$ cat src/rtl/fp_mul_sequencer.sv
// Operation sequencer for the multi-cycle FP32 multiplier: load, classify, iterative
// significand multiply, normalize, round, renormalize, range check, then result handshake.
module fp_mul_sequencer #(
  parameter int MULT_CYCLES = 24,
  parameter int CNT_W       = 5
) (
  input  logic             clk,
  input  logic             reset,
  input  logic             start,
  output logic             ready_in,
  output logic             busy,
  input  logic             a_nan,
  input  logic             b_nan,
  input  logic             a_inf,
  input  logic             b_inf,
  input  logic             a_zero,
  input  logic             b_zero,
  input  logic             MLB_significand_mult,
  input  logic             round_carry,
  input  logic             exp_overflow,
  input  logic             exp_underflow,
  output logic             load_operands,
  output logic             mult_step_en,
  output logic [CNT_W-1:0] mult_count,
  output logic             inc_shift_en,
  output logic             enable_rounding,
  output logic             renorm_en,
  output logic [1:0]       result_sel,
  output logic             enable_reg,
  output logic             result_valid,
  input  logic             result_ready,
  output logic [3:0]       state_dbg
);

  // state     | meaning
  // IDLE      | waiting for start, ready_in high
  // LOAD      | operands captured into the datapath
  // CLASSIFY  | NaN/inf/zero decode picks special result or multiply
  // MULT      | one shift-add step per cycle, MULT_CYCLES steps
  // NORM      | shift right when product MSB is set
  // ROUND     | round to nearest even
  // CARRY_CHK | rounding overflow decides on renormalize
  // RENORM    | post-round shift and exponent increment
  // RANGE     | exponent overflow/underflow overrides the result
  // WRITE     | result register write strobe
  // HOLD      | result_valid until the consumer takes it
  typedef enum logic [3:0] {
    S_IDLE      = 4'd0,
    S_LOAD      = 4'd1,
    S_CLASSIFY  = 4'd2,
    S_MULT      = 4'd3,
    S_NORM      = 4'd4,
    S_ROUND     = 4'd5,
    S_CARRY_CHK = 4'd6,
    S_RENORM    = 4'd7,
    S_RANGE     = 4'd8,
    S_WRITE     = 4'd9,
    S_HOLD      = 4'd10
  } state_t;

  localparam logic [1:0] SEL_NORMAL = 2'b00;
  localparam logic [1:0] SEL_ZERO   = 2'b01;
  localparam logic [1:0] SEL_INF    = 2'b10;
  localparam logic [1:0] SEL_NAN    = 2'b11;

  localparam logic [CNT_W-1:0] LAST_STEP = CNT_W'(MULT_CYCLES - 1);

  state_t           state, state_nxt;
  logic [CNT_W-1:0] count, count_nxt;
  logic [1:0]       sel, sel_nxt;

  logic any_nan, any_inf, any_zero;

  // Zero times infinity is invalid and therefore yields a NaN.
  assign any_nan  = a_nan | b_nan | (a_zero & b_inf) | (a_inf & b_zero);
  assign any_inf  = a_inf | b_inf;
  assign any_zero = a_zero | b_zero;

  always_ff @(posedge clk) begin
    if (reset) begin
      state <= S_IDLE;
      count <= '0;
      sel   <= SEL_NORMAL;
    end else begin
      state <= state_nxt;
      count <= count_nxt;
      sel   <= sel_nxt;
    end
  end

  always_comb begin
    state_nxt = state;
    count_nxt = count;
    sel_nxt   = sel;
    case (state)
      S_IDLE: begin
        if (start) begin
          state_nxt = S_LOAD;
          count_nxt = '0;
        end
      end
      S_LOAD: begin
        count_nxt = '0;
        state_nxt = S_CLASSIFY;
      end
      S_CLASSIFY: begin
        if (any_nan) begin
          sel_nxt   = SEL_NAN;
          state_nxt = S_WRITE;
        end else if (any_inf) begin
          sel_nxt   = SEL_INF;
          state_nxt = S_WRITE;
        end else if (any_zero) begin
          sel_nxt   = SEL_ZERO;
          state_nxt = S_WRITE;
        end else begin
          sel_nxt   = SEL_NORMAL;
          state_nxt = S_MULT;
        end
      end
      S_MULT: begin
        if (count == LAST_STEP) begin
          count_nxt = '0;
          state_nxt = S_NORM;
        end else begin
          count_nxt = count + 1'b1;
        end
      end
      S_NORM:      state_nxt = S_ROUND;
      S_ROUND:     state_nxt = S_CARRY_CHK;
      S_CARRY_CHK: state_nxt = round_carry ? S_RENORM : S_RANGE;
      S_RENORM:    state_nxt = S_RANGE;
      S_RANGE: begin
        if (exp_overflow) begin
          sel_nxt = SEL_INF;
        end else if (exp_underflow) begin
          sel_nxt = SEL_ZERO;
        end
        state_nxt = S_WRITE;
      end
      S_WRITE:     state_nxt = S_HOLD;
      S_HOLD: begin
        if (result_ready) begin
          state_nxt = S_IDLE;
        end
      end
      default: begin
        state_nxt = S_IDLE;
        count_nxt = '0;
        sel_nxt   = SEL_NORMAL;
      end
    endcase
  end

  assign ready_in        = (state == S_IDLE);
  assign busy            = (state != S_IDLE);
  assign load_operands   = (state == S_LOAD);
  assign mult_step_en    = (state == S_MULT);
  assign mult_count      = count;
  // Only output that looks at an input: the shift decision needs the live product MSB.
  assign inc_shift_en    = (state == S_NORM) & MLB_significand_mult;
  assign enable_rounding = (state == S_ROUND);
  assign renorm_en       = (state == S_RENORM);
  assign result_sel      = sel;
  assign enable_reg      = (state == S_WRITE);
  assign result_valid    = (state == S_HOLD);
  assign state_dbg       = state;

endmodule
$ cat config.mk
export PLATFORM = sky130hd
export DESIGN_NAME = fp_mul_sequencer
export DESIGN_NICKNAME = d
export VERILOG_FILES = /design/src/rtl/fp_mul_sequencer.sv
export SDC_FILE = /design/constraint.sdc
export NUM_CORES = 1
export LEC_CHECK = 0
export CELL_PAD_IN_SITES_DETAIL_PLACEMENT = 1
export CELL_PAD_IN_SITES_GLOBAL_PLACEMENT = 1
export CORE_ASPECT_RATIO = 1.4
export CORE_MARGIN = 5
export CORE_UTILIZATION = 24
export DETAILED_ROUTE_END_ITERATION = 8
export DONT_BUFFER_PORTS = 1
export PLACE_DENSITY = 0.56
export SLEW_MARGIN = 15
export SYNTH_ARGS = -nofsm -noshare
export SYNTH_HDL_FRONTEND = slang
export SYNTH_SLANG_ARGS = --single-unit
$ cat constraint.sdc
create_clock -name clk -period 2 [get_ports clk]
set_input_delay 0.5 -clock clk [delete_from_list [all_inputs] [get_ports clk]]
set_output_delay 0.5 -clock clk [all_outputs]
set_load 0.005 [all_outputs]
==> run_results.csv <==
group,metric,value,unit
floorplanning,dieArea,4610,um^2
flow_run,maxCapViolCount,0,
power,pwr-share-clk,37.6,%
clock_network,cts_root_buf,"clkbuf_8",
worst_hold_path,holdCritPathClass,"input pin to register",
detailed_routing,route.met3.wl,229,um
clock_network,cts.reportedPaths.clkPinSlew,0.05,ns
global_routing,track_usage,11.2,%
clock_network,clock_sinks,11,
sta,setup_tns,0,ns
worst_hold_path,holdPathEnd,"state_dbg[0]",
cells_and_area,nNetsFinal,124,
detailed_routing,drt_pass1_iterations,3,
detailed_routing,top_layer,"met4",
sta,tightestPinTransition,0.506,ns
power,sequentialPowerShare,43.9,%
critical_path,critPathBufInv,1,
clock_network,hold_buffers,0,
clock_network,numCtsBuffers,3,
synthesis,muxShareOfSynthArea,0,%
place,dp_hpwl,1940,um
detailed_routing,drt-met1-wl,1000,um
synthesis,seq_area_frac_synth,27.5,%
synthesis,synthTopCellsByArea,"dfxtp_1, a21oi_1, nor2_1",
critical_path,rrSetupSlack,0.39,ns
floorplanning,coreArea,3180,um^2
floorplanning,num_rows,24,
synthesis,synth_warnings,0,
sta,finalSetupViolCount,0,
detailed_routing,drt-total-wl,2430,um
clock_network,cts-htree-levels,1,
critical_path,critPathCaptureType,"primary output",
critical_path,path_cells,"or2_1, nand2b_1, inv_1",
cells_and_area,antennaDiodeCount,0,
run_status,status,"completed",
global_routing,grt_antenna_before_repair,0,
synthesis,synth_compound_area_share,30.2,%
synthesis,ys_types,36,
critical_path,critPathSlowestCell,"dfxtp_1",
critical_path,cpPeakStageDelay,0.62,ns
sta,fmax,540,MHz
place,gp_congestion,0.719,
synthesis,ys_ff_latch,11,
place,numPortBuffers,0,
sta,slew_viol_final,0,
global_routing,grt_max_degree,20,
worst_hold_path,holdCritStartpoint,"reset",
synthesis,synth-async-reset-ratio,0,%
cells_and_area,drive_gt1_share,11.1,%
power,netSwitchingFraction,29.4,%
synthesis,synth-edff-count,0,
synthesis,synthSimpleGateAreaFrac,33.1,%
synthesis,synth_fa_ha_area_share,1.56,%
critical_path,r2r_cells,4,
clock_network,clockBufferDepth,2,
sta,hold_viol_final,0,
sta,slew_headroom,66.2,%
floorplanning,io_pins,34,
sta,post-route-period-util,92.7,%
critical_path,critPathArrivalTime,1.35,ns
critical_path,critPathKind,"register to primary output",
synthesis,synthCells,108,
synthesis,synth_top_family_by_area,"simple AND/OR/NAND/NOR gates",
global_routing,grt-ovfl-total,0,
synthesis,syn_area,801,um^2
clock_network,cts_tree,"yes",
global_routing,grt_pass1_wl,4120,um
sta,fin_skew,0.00643,ns
floorplanning,fp.dieW,58.8,um
synthesis,synth_xor_area_share,0,%
global_routing,grt_pass1_vias,869,
synthesis,yosys.area.top_type,"dfxtp_1",
detailed_routing,via_per_inst,5.39,
critical_path,cp_top_family,"flip-flops",
power,leakage,0.000304,uW
clock_network,insertion_delay,0.24,ns
floorplanning,die_h,78.3,um
critical_path,crit_required,1.50,ns
power,p_int,421,uW
detailed_routing,num_vias,792,
power,combPwrFrac,18.5,%
detailed_routing,wl_met2,1190,um
power,power_density,677,nW/um^2
synthesis,synthFlopType,"dfxtp_1",
critical_path,critPathMaxFanout,13,
power,p_sw,175,uW
synthesis,synthesis.nets,123,
synthesis,synth.top_cell.area_share,27.5,%
worst_hold_path,hold-path-cell-count,1,
sta,fin_crit,1.85,ns
detailed_routing,ant_nets,0,
floorplanning,start_util,25.2,%
detailed_routing,post_drt_wl_per_cell,16.5,um
detailed_routing,drc,0,
power,irDropWorstVdd,279,uV
synthesis,syn_avg_cell_area,7.41,um^2
sta,rsz0062_at_grt,"false",
cells_and_area,post-route-util,27.7,%
critical_path,timing.rr.start,"state_dbg[2]",
cells_and_area,area_delta_synth_final,10.0,%
critical_path,r2r-end,"mult_count[3]",
critical_path,cp-start-kind,"register",
detailed_routing,drt_iter0_markers,4,
==> metal layers <==
layer  track usage, %  up-vias
met5                0        -
met1             12.6      373
li1                 -      395
met4             4.08        0
met3             3.94        2
met2             18.9       22
==> layout by cell type (no fill, tap or decap), types with 3 or more instances in the layout <==
master    instances
a21oi_1          13
nor2_1           11
dfxtp_1          10
nand2_1           7
o21ai_0           7
nand2b_1          6
inv_1             5
nor3_1            5
nand3_1           4
o31ai_1           3
or3_1             3
a31oi_1           3
clkbuf_8          3
buf_4             3
==> cells in the mapped netlist, types with 2 or more instances <==
cell       count
a21oi_1       13
dfxtp_1       11
nor2_1        11
nand2_1        7
o21ai_0        7
nand2b_1       6
inv_1          5
nor3_1         5
nand3_1        4
a31oi_1        3
buf_2          3
clkbuf_1       3
o31ai_1        3
or3_1          3
a2bb2oi_1      2
or2_1          2
==> worst max-delay path by stage <==
stage | start | endpoint | slack (ns) | cells past startpoint
global route | state_dbg[3] | ready_in | 0.005 | 3
floorplan | b_nan | state_dbg[3] | 0.46 | 3
CTS | state_dbg[0] | enable_reg | 0.07 | 2
finish | state_dbg[3] | ready_in | 0.15 | 3
global placement | state_dbg[0] | enable_reg | 0.35 | 2
detailed placement | state_dbg[0] | mult_count[3] | 0.29 | 5
==> state kept, by name, summed over array words and instances (netlist names) <==
name        count
mult_count      5
state_dbg       4
result_sel      2
==> power by group through the flow <==
stage               clock network [uW]  registers, uW  logic, uW
global route                       246            266        125
floorplan                            0            245        109
detailed placement                   0            266        112
finish                             224            262        110
global placement                     0            266        112
CTS                                233            261        113
==> logic make-up after synthesis <==
kind of cell,Yosys count
fa+ha+maj,1
flops,11
compound gates,37
simple gates,46
buf+inv,13
==> per-stage QoR <==
stage | total power (uW) | setup slack (ns) | hold WS (ns) | std cells | cell area (um^2)
after floorplan | 354 | 0.456 | 0.479 | 108 | 801
after global placement | 378 | 0.347 | 0.515 | 143 | 835
after detailed placement | 379 | 0.290 | 0.525 | 143 | 835
after CTS | 608 | 0.0743 | 0.322 | 147 | 880
after global routing | 637 | 0.00509 | 0.324 | 147 | 881
final | 596 | 0.147 | 0.320 | 147 | 881
==> area by class of cell <==
type | count | area (um^2)
inverter | 6 | 23.8
timing repair buffer | 3 | 22.5
sequential | 11 | 221
multi-input combinational | 84 | 519
fill | 421 | 2300
tap | 39 | 48.8
clock buffer | 4 | 45.0
==> worst register-to-register path, stage by stage (launching register included) <==
cell     delay, ns
dfxtp_1       0.63
inv_1         0.20
a21oi_1       0.38
o21ai_0       0.13
a31oi_1       0.19
==> repair_timing <==
action	4_1_cts	5_1_grt
endpoints found under the hold margin	0	0
buffers inserted	0	0
gates resized for setup	0	1
setup endpoints to repair	0	1
No activity file was read; power rests on OpenSTA's default activity.
==> RTL change 1: new RTL, config.mk and constraints unchanged <==
Make the reset (`reset`) asynchronous in one clocked block.
--- a/src/rtl/fp_mul_sequencer.sv
+++ b/src/rtl/fp_mul_sequencer.sv
@@ -78,3 +78,3 @@
 
-  always_ff @(posedge clk) begin
+  always_ff @(posedge clk or posedge reset) begin
     if (reset) begin
Function: differs if reset is asserted again (counterexample within 4 cycles, from zero or initial values and one cycle with reset high); with reset held inactive, the same outputs for 10 cycles.
==> RTL change 1 against the unedited design <==
- clock skew up 1.4 ps
- synthesized cell count shrank 12%
- sequential cell count did not move
- cell area increased by 1.3%
- maximum frequency is 0.71% higher
- critical path type unchanged
- setup slack improved by 13 ps
- critical path depth is 1 higher
- non-clock buffer count is the same
- utilization shrank 0.77 points
- wire length shrank 3.1%
- final cell count shrank 7.5%
- area after synthesis rose by 1.1%
Power is not compared: it rests on default switching activity, and its combinational part moved more than twofold at a synthesized area within 25%.
==> RTL change 1: results (changes against the unedited design) <==
[global_routing]
met2_usage=0.169  ; -0.0199
grt_max_degree=18  ; -10%
use_met3=0.0228  ; -0.0166
grt_pass1_wl_um=3770  ; -8.5%
antenna_found_initial=0  ; unchanged
grt_pass1_vias=800  ; -7.9%
grt_use_met1=0.128  ; +0.00190
grt_use_total=0.105  ; -0.00666

[drt]
avgRoutedWirePerCell_um=17.3  ; +4.8%
drtIter0Drc=36  ; +32
wl_um=2360  ; -3.1%
viasPerCell=5.40  ; +0.17%
firstDrtPassIters=4  ; +1

[logic_synthesis]
synthArstFlopShare=1.00  ; +1.00
yosysUniqueCellTypes=38  ; +5.6%
syn_nets=110  ; -11%
yosys_warnings=0  ; unchanged
synth_area_leaders=dfrtp_1, nand2b_1, nand2_1
synthTopCellsByCount=dfrtp_1, nand2_1, nand2b_1
synth_cells=95  ; -12%
ys_seq_area_frac=0.340  ; +0.0650

[clocking]
htree_levels=1  ; unchanged
clkSlewWorstSetupHoldPaths_ps=50  ; about the same
clock-root-buffer=clkbuf_8
cts_buffer_depth=2  ; unchanged
cts_buffers=3  ; unchanged
insertion_delay_ps=240  ; about the same

[worst_setup_path]
reg2reg_slack_ps=380
cp_slowest_stage_delay_ps=530  ; -90 ps
path_delay_family=flip-flops
reg2reg_from=mult_count[0]$_DFFE_PP0P_
cpMaxStageDelayCell=dfrtp_1
path_max_fanout=13  ; unchanged
reg2regPathDepth=5  ; +1
rr_endpoint=state_dbg[1]$_DFFE_PP0P_

[status]
status=finished clean

[final_layout]
nFillCells=423  ; +0.48%
drive_gt1_frac=0.115  ; +0.00347
n_antenna_cell=0  ; unchanged
largest_reg_flops=5  ; unchanged

[worst_hold_path]
hold_path_class=in2async

[power]
ir_drop_v=0.000536
leakagePower_nw=0.369
power.internal_mw=0.711

[timing]
worst_slew_pin_slew_ps=414  ; -91.3 ps
worst_clock_skew_ps=7.82  ; +1.39 ps

[place]
placed_cells=132  ; -7.7%
hpwl_um=1880  ; -3.3%
gp_congestion=0.740  ; +3.0%
port_buffers=0  ; unchanged

[run]
maxCapViolCount=0  ; unchanged

RTL change 1: cell families (layout without fill, tap and decap cells):
logic type,count (synthesis),count (layout),share of synthesized area
AND/OR/NAND/NOR,44,44,0.328
AO/OA/AOI/OAI,26,26,0.216
flip-flops,11,11,0.340
adder cells (fa/ha/maj),1,1,0.0155
multiplexers,2,2,0.0247
buffers and inverters,11,12,0.0757
RTL change 1: repair_timing:
action	4_1_cts	5_1_grt
gates resized for setup	0	2
buffers inserted	0	0
hold buffers	0	0
setup endpoints to repair	0	2
RTL change 1: how the worst max path moves through the flow:
stage                        startpoint            to  slack [ps]  depth (start not counted)
2_1_floorplan  state_dbg[3]$_DFFE_PP0P_  inc_shift_en         390                          3
3_3_place_gp   state_dbg[1]$_DFFE_PP0P_  inc_shift_en         410                          2
3_5_place_dp   state_dbg[1]$_DFFE_PP0P_  inc_shift_en         380                          2
4_1_cts        state_dbg[0]$_DFFE_PP0P_    enable_reg          90                          2
5_1_grt        state_dbg[1]$_DFFE_PP0P_      ready_in          80                          4
6_report       state_dbg[1]$_DFFE_PP0P_      ready_in         160                          4
RTL change 1: worst register-to-register path, stage by stage, from the launching register on:
cell and delay [ps]:
dfrtp_1 440, ha_1 280, nand4b_1 210, and2_4 240
nor3_2 210, o41ai_1 120
RTL change 1: area by class of cell:
type / instances / area [um2] / area share
flip-flops and latches: 11 / 277 / 0.310
repair buffers: 3 / 22.5 / 0.0252
clock buffers: 4 / 45.0 / 0.0505
inverters: 5 / 18.8 / 0.0210
multi-input cells: 73 / 479 / 0.537
well taps: 40 / 50.0 / 0.0561
RTL change 1: per-stage QoR:
step	setup WS (ps)	area [um2]	hold WS [ps]
2_1_floorplan	392	810	352
3_3_place_gp	410	840	405
3_5_place_dp	378	840	417
4_1_cts	94.0	885	154
5_1_grt	80.2	892	177
6_report	160	892	132
RTL change 1: power groups by stage:
| stage | clock (mW) | sequential (mW) | combinational (mW) |
|---|---|---|---|
| floorplan | 0 | 0.366 | 0.558 |
| global placement | 0 | 0.422 | 0.611 |
| detailed placement | 0 | 0.430 | 0.634 |
| CTS | 0.233 | 0.427 | 0.637 |
| global route | 0.246 | 0.447 | 0.701 |
| finish | 0.224 | 0.427 | 0.625 |
RTL change 1: layer usage:
metal  share of wire  vias up
li1                -      347
met1            0.38      349
met2            0.50       33
met3           0.094        5
met4           0.020        0
met5               0        -
==> RTL change 2: new RTL, same flow settings <==
Without the edit above. The parameter `CNT_W` goes from 5 to 4.
--- a/src/rtl/fp_mul_sequencer.sv
+++ b/src/rtl/fp_mul_sequencer.sv
@@ -4,3 +4,3 @@
   parameter int MULT_CYCLES = 24,
-  parameter int CNT_W       = 5
+  parameter int CNT_W       = 4
 ) (
Ports: changed (resized mult_count); port bits go from 34 to 33. No check against the original RTL was run, so the function may have changed too.
==> RTL change 2 against the unedited design <==
- wire length down 5.2%
- clock skew down 3.8 ps
- cell area down 6.3%
- area after synthesis down 9.8%
- final cell count down 4.1%
- sequential cell count down 1
- setup slack better by 10 ps
- power up 0.84%
- largest power group is now the clock network
==> RTL change 2: results (changes against the unedited design) <==
[clocking]
cts_buffer_depth=2  ; unchanged
clkSlewWorstSetupHoldPaths_ps=50  ; about the same
insertion_delay_ps=240  ; about the same
htree_levels=1  ; unchanged
clock-root-buffer=clkbuf_8
post_cts_buffers=0  ; unchanged
cts_resized=0  ; unchanged

[logic_synthesis]
yosys_warnings=0  ; unchanged
synth_area_leaders=dfxtp_1, nor2_1, a21oi_1
synth_top_flop_cell=dfxtp_1
synthArstFlopShare=0  ; unchanged
ys_seq_area_frac=0.277  ; +0.00230
synthTopCellsByCount=nor2_1, dfxtp_1, a21oi_1
syn_nets=116  ; -5.7%
yosysUniqueCellTypes=34  ; -5.6%

[timing]
period_needed_ps=1840  ; -9.96 ps
worst_clock_skew_ps=2.65  ; -3.77 ps
worst_slew_pin_slew_ps=612  ; +106 ps

[final_layout]
drive_gt1_frac=0.115  ; +0.00427
nFillCells=366  ; -13%
fin_util=0.287  ; +0.0102
n_antenna_cell=0  ; unchanged

[worst_hold_path]
hold_path_depth=1  ; unchanged
hold_path_class=in2reg
hold_end=mult_count[3]$_SDFFE_PP0P_
hp-start=reset

[global_routing]
antenna_found_initial=0  ; unchanged
grt_use_total=0.110  ; -0.00145
grt_pass1_wl_um=3570  ; -13%
grt_pass1_vias=760  ; -13%
grt_max_degree=21  ; +5.0%

[drt]
firstDrtPassIters=3  ; unchanged
viasPerCell=5.38  ; -0.22%
wl_um=2310  ; -5.2%
drtIter0Drc=10  ; +6

[worst_setup_path]
critPathKind=reg2out
rr_endpoint=state_dbg[1]$_SDFFE_PP0P_
reg2regPathDepth=4  ; unchanged
reg2reg_slack_ps=430  ; +40 ps
path_max_fanout=12  ; -1
reg2reg_from=state_dbg[3]$_SDFFE_PP0P_
cpMaxStageDelayCell=dfxtp_1
startpoint=state_dbg[0]$_SDFFE_PP0P_
cp_slowest_stage_delay_ps=420  ; -200 ps

[power]
leakagePower_nw=0.296  ; -2.5%
ir_drop_v=0.000314  ; +13%
switching_share=0.279  ; -0.0149

[place]
gp_congestion=0.754  ; +5.0%
post-place-ws_ps=401  ; +110 ps
hpwl_um=1850  ; -4.7%
port_buffers=0  ; unchanged

[status]
status=finished clean

-- RTL change 2: metal layers --
| layer | GRT usage | routed length, um | vias to the layer above |
|---|---|---|---|
| met4 | 0.0475 | 14 | 0 |
| met1 | 0.103 | 855 | 354 |
| met2 | 0.211 | 1240 | 23 |
| li1 | - | - | 379 |
| met5 | 0 | 0 | - |
| met3 | 0.0463 | 196 | 2 |
-- RTL change 2: critical path: cells and delay by family (launching register included) --
family / cells / cell delay (ps)
simple gates: 2 / 580
flops: 1 / 420
buf+inv: 1 / 100
-- RTL change 2: kinds of logic after synthesis --
family | count (synthesis) | share of synthesized area
flops | 10 | 0.277
compound gates | 30 | 0.267
fa+ha+maj | 1 | 0.0173
buf+inv | 13 | 0.0901
simple gates | 47 | 0.348
-- RTL change 2: metrics by stage --
| step | hold WS, ps | instances | area [um2] |
|---|---|---|---|
| floorplan | 469 | 101 | 722 |
| global placement | 518 | 137 | 771 |
| detailed placement | 524 | 137 | 771 |
| CTS | 322 | 141 | 826 |
| global route | 320 | 141 | 826 |
| finish | 327 | 141 | 826 |
-- RTL change 2: worst max path at each step --
stage / end / depth (start not counted)
detailed placement: busy / 3
global placement: busy / 3
CTS: busy / 3
floorplan: busy / 4
global route: busy / 3
finish: busy / 3
-- RTL change 2: power groups by stage --
stage,registers [mW],logic (mW),clock network (mW)
floorplan,0.225,0.0990,0
global placement,0.242,0.108,0
detailed placement,0.243,0.109,0
CTS,0.238,0.110,0.266
global route,0.241,0.119,0.273
finish,0.238,0.107,0.256
-- RTL change 2: layout make-up --
type	count	share of cell area
Timing Repair Buffer	6	0.0545
Clock buffer	4	0.0667
Sequential cell	10	0.242
Multi-Input combinational cell	78	0.553
Inverter	6	0.0273
Tap cell	37	0.0561
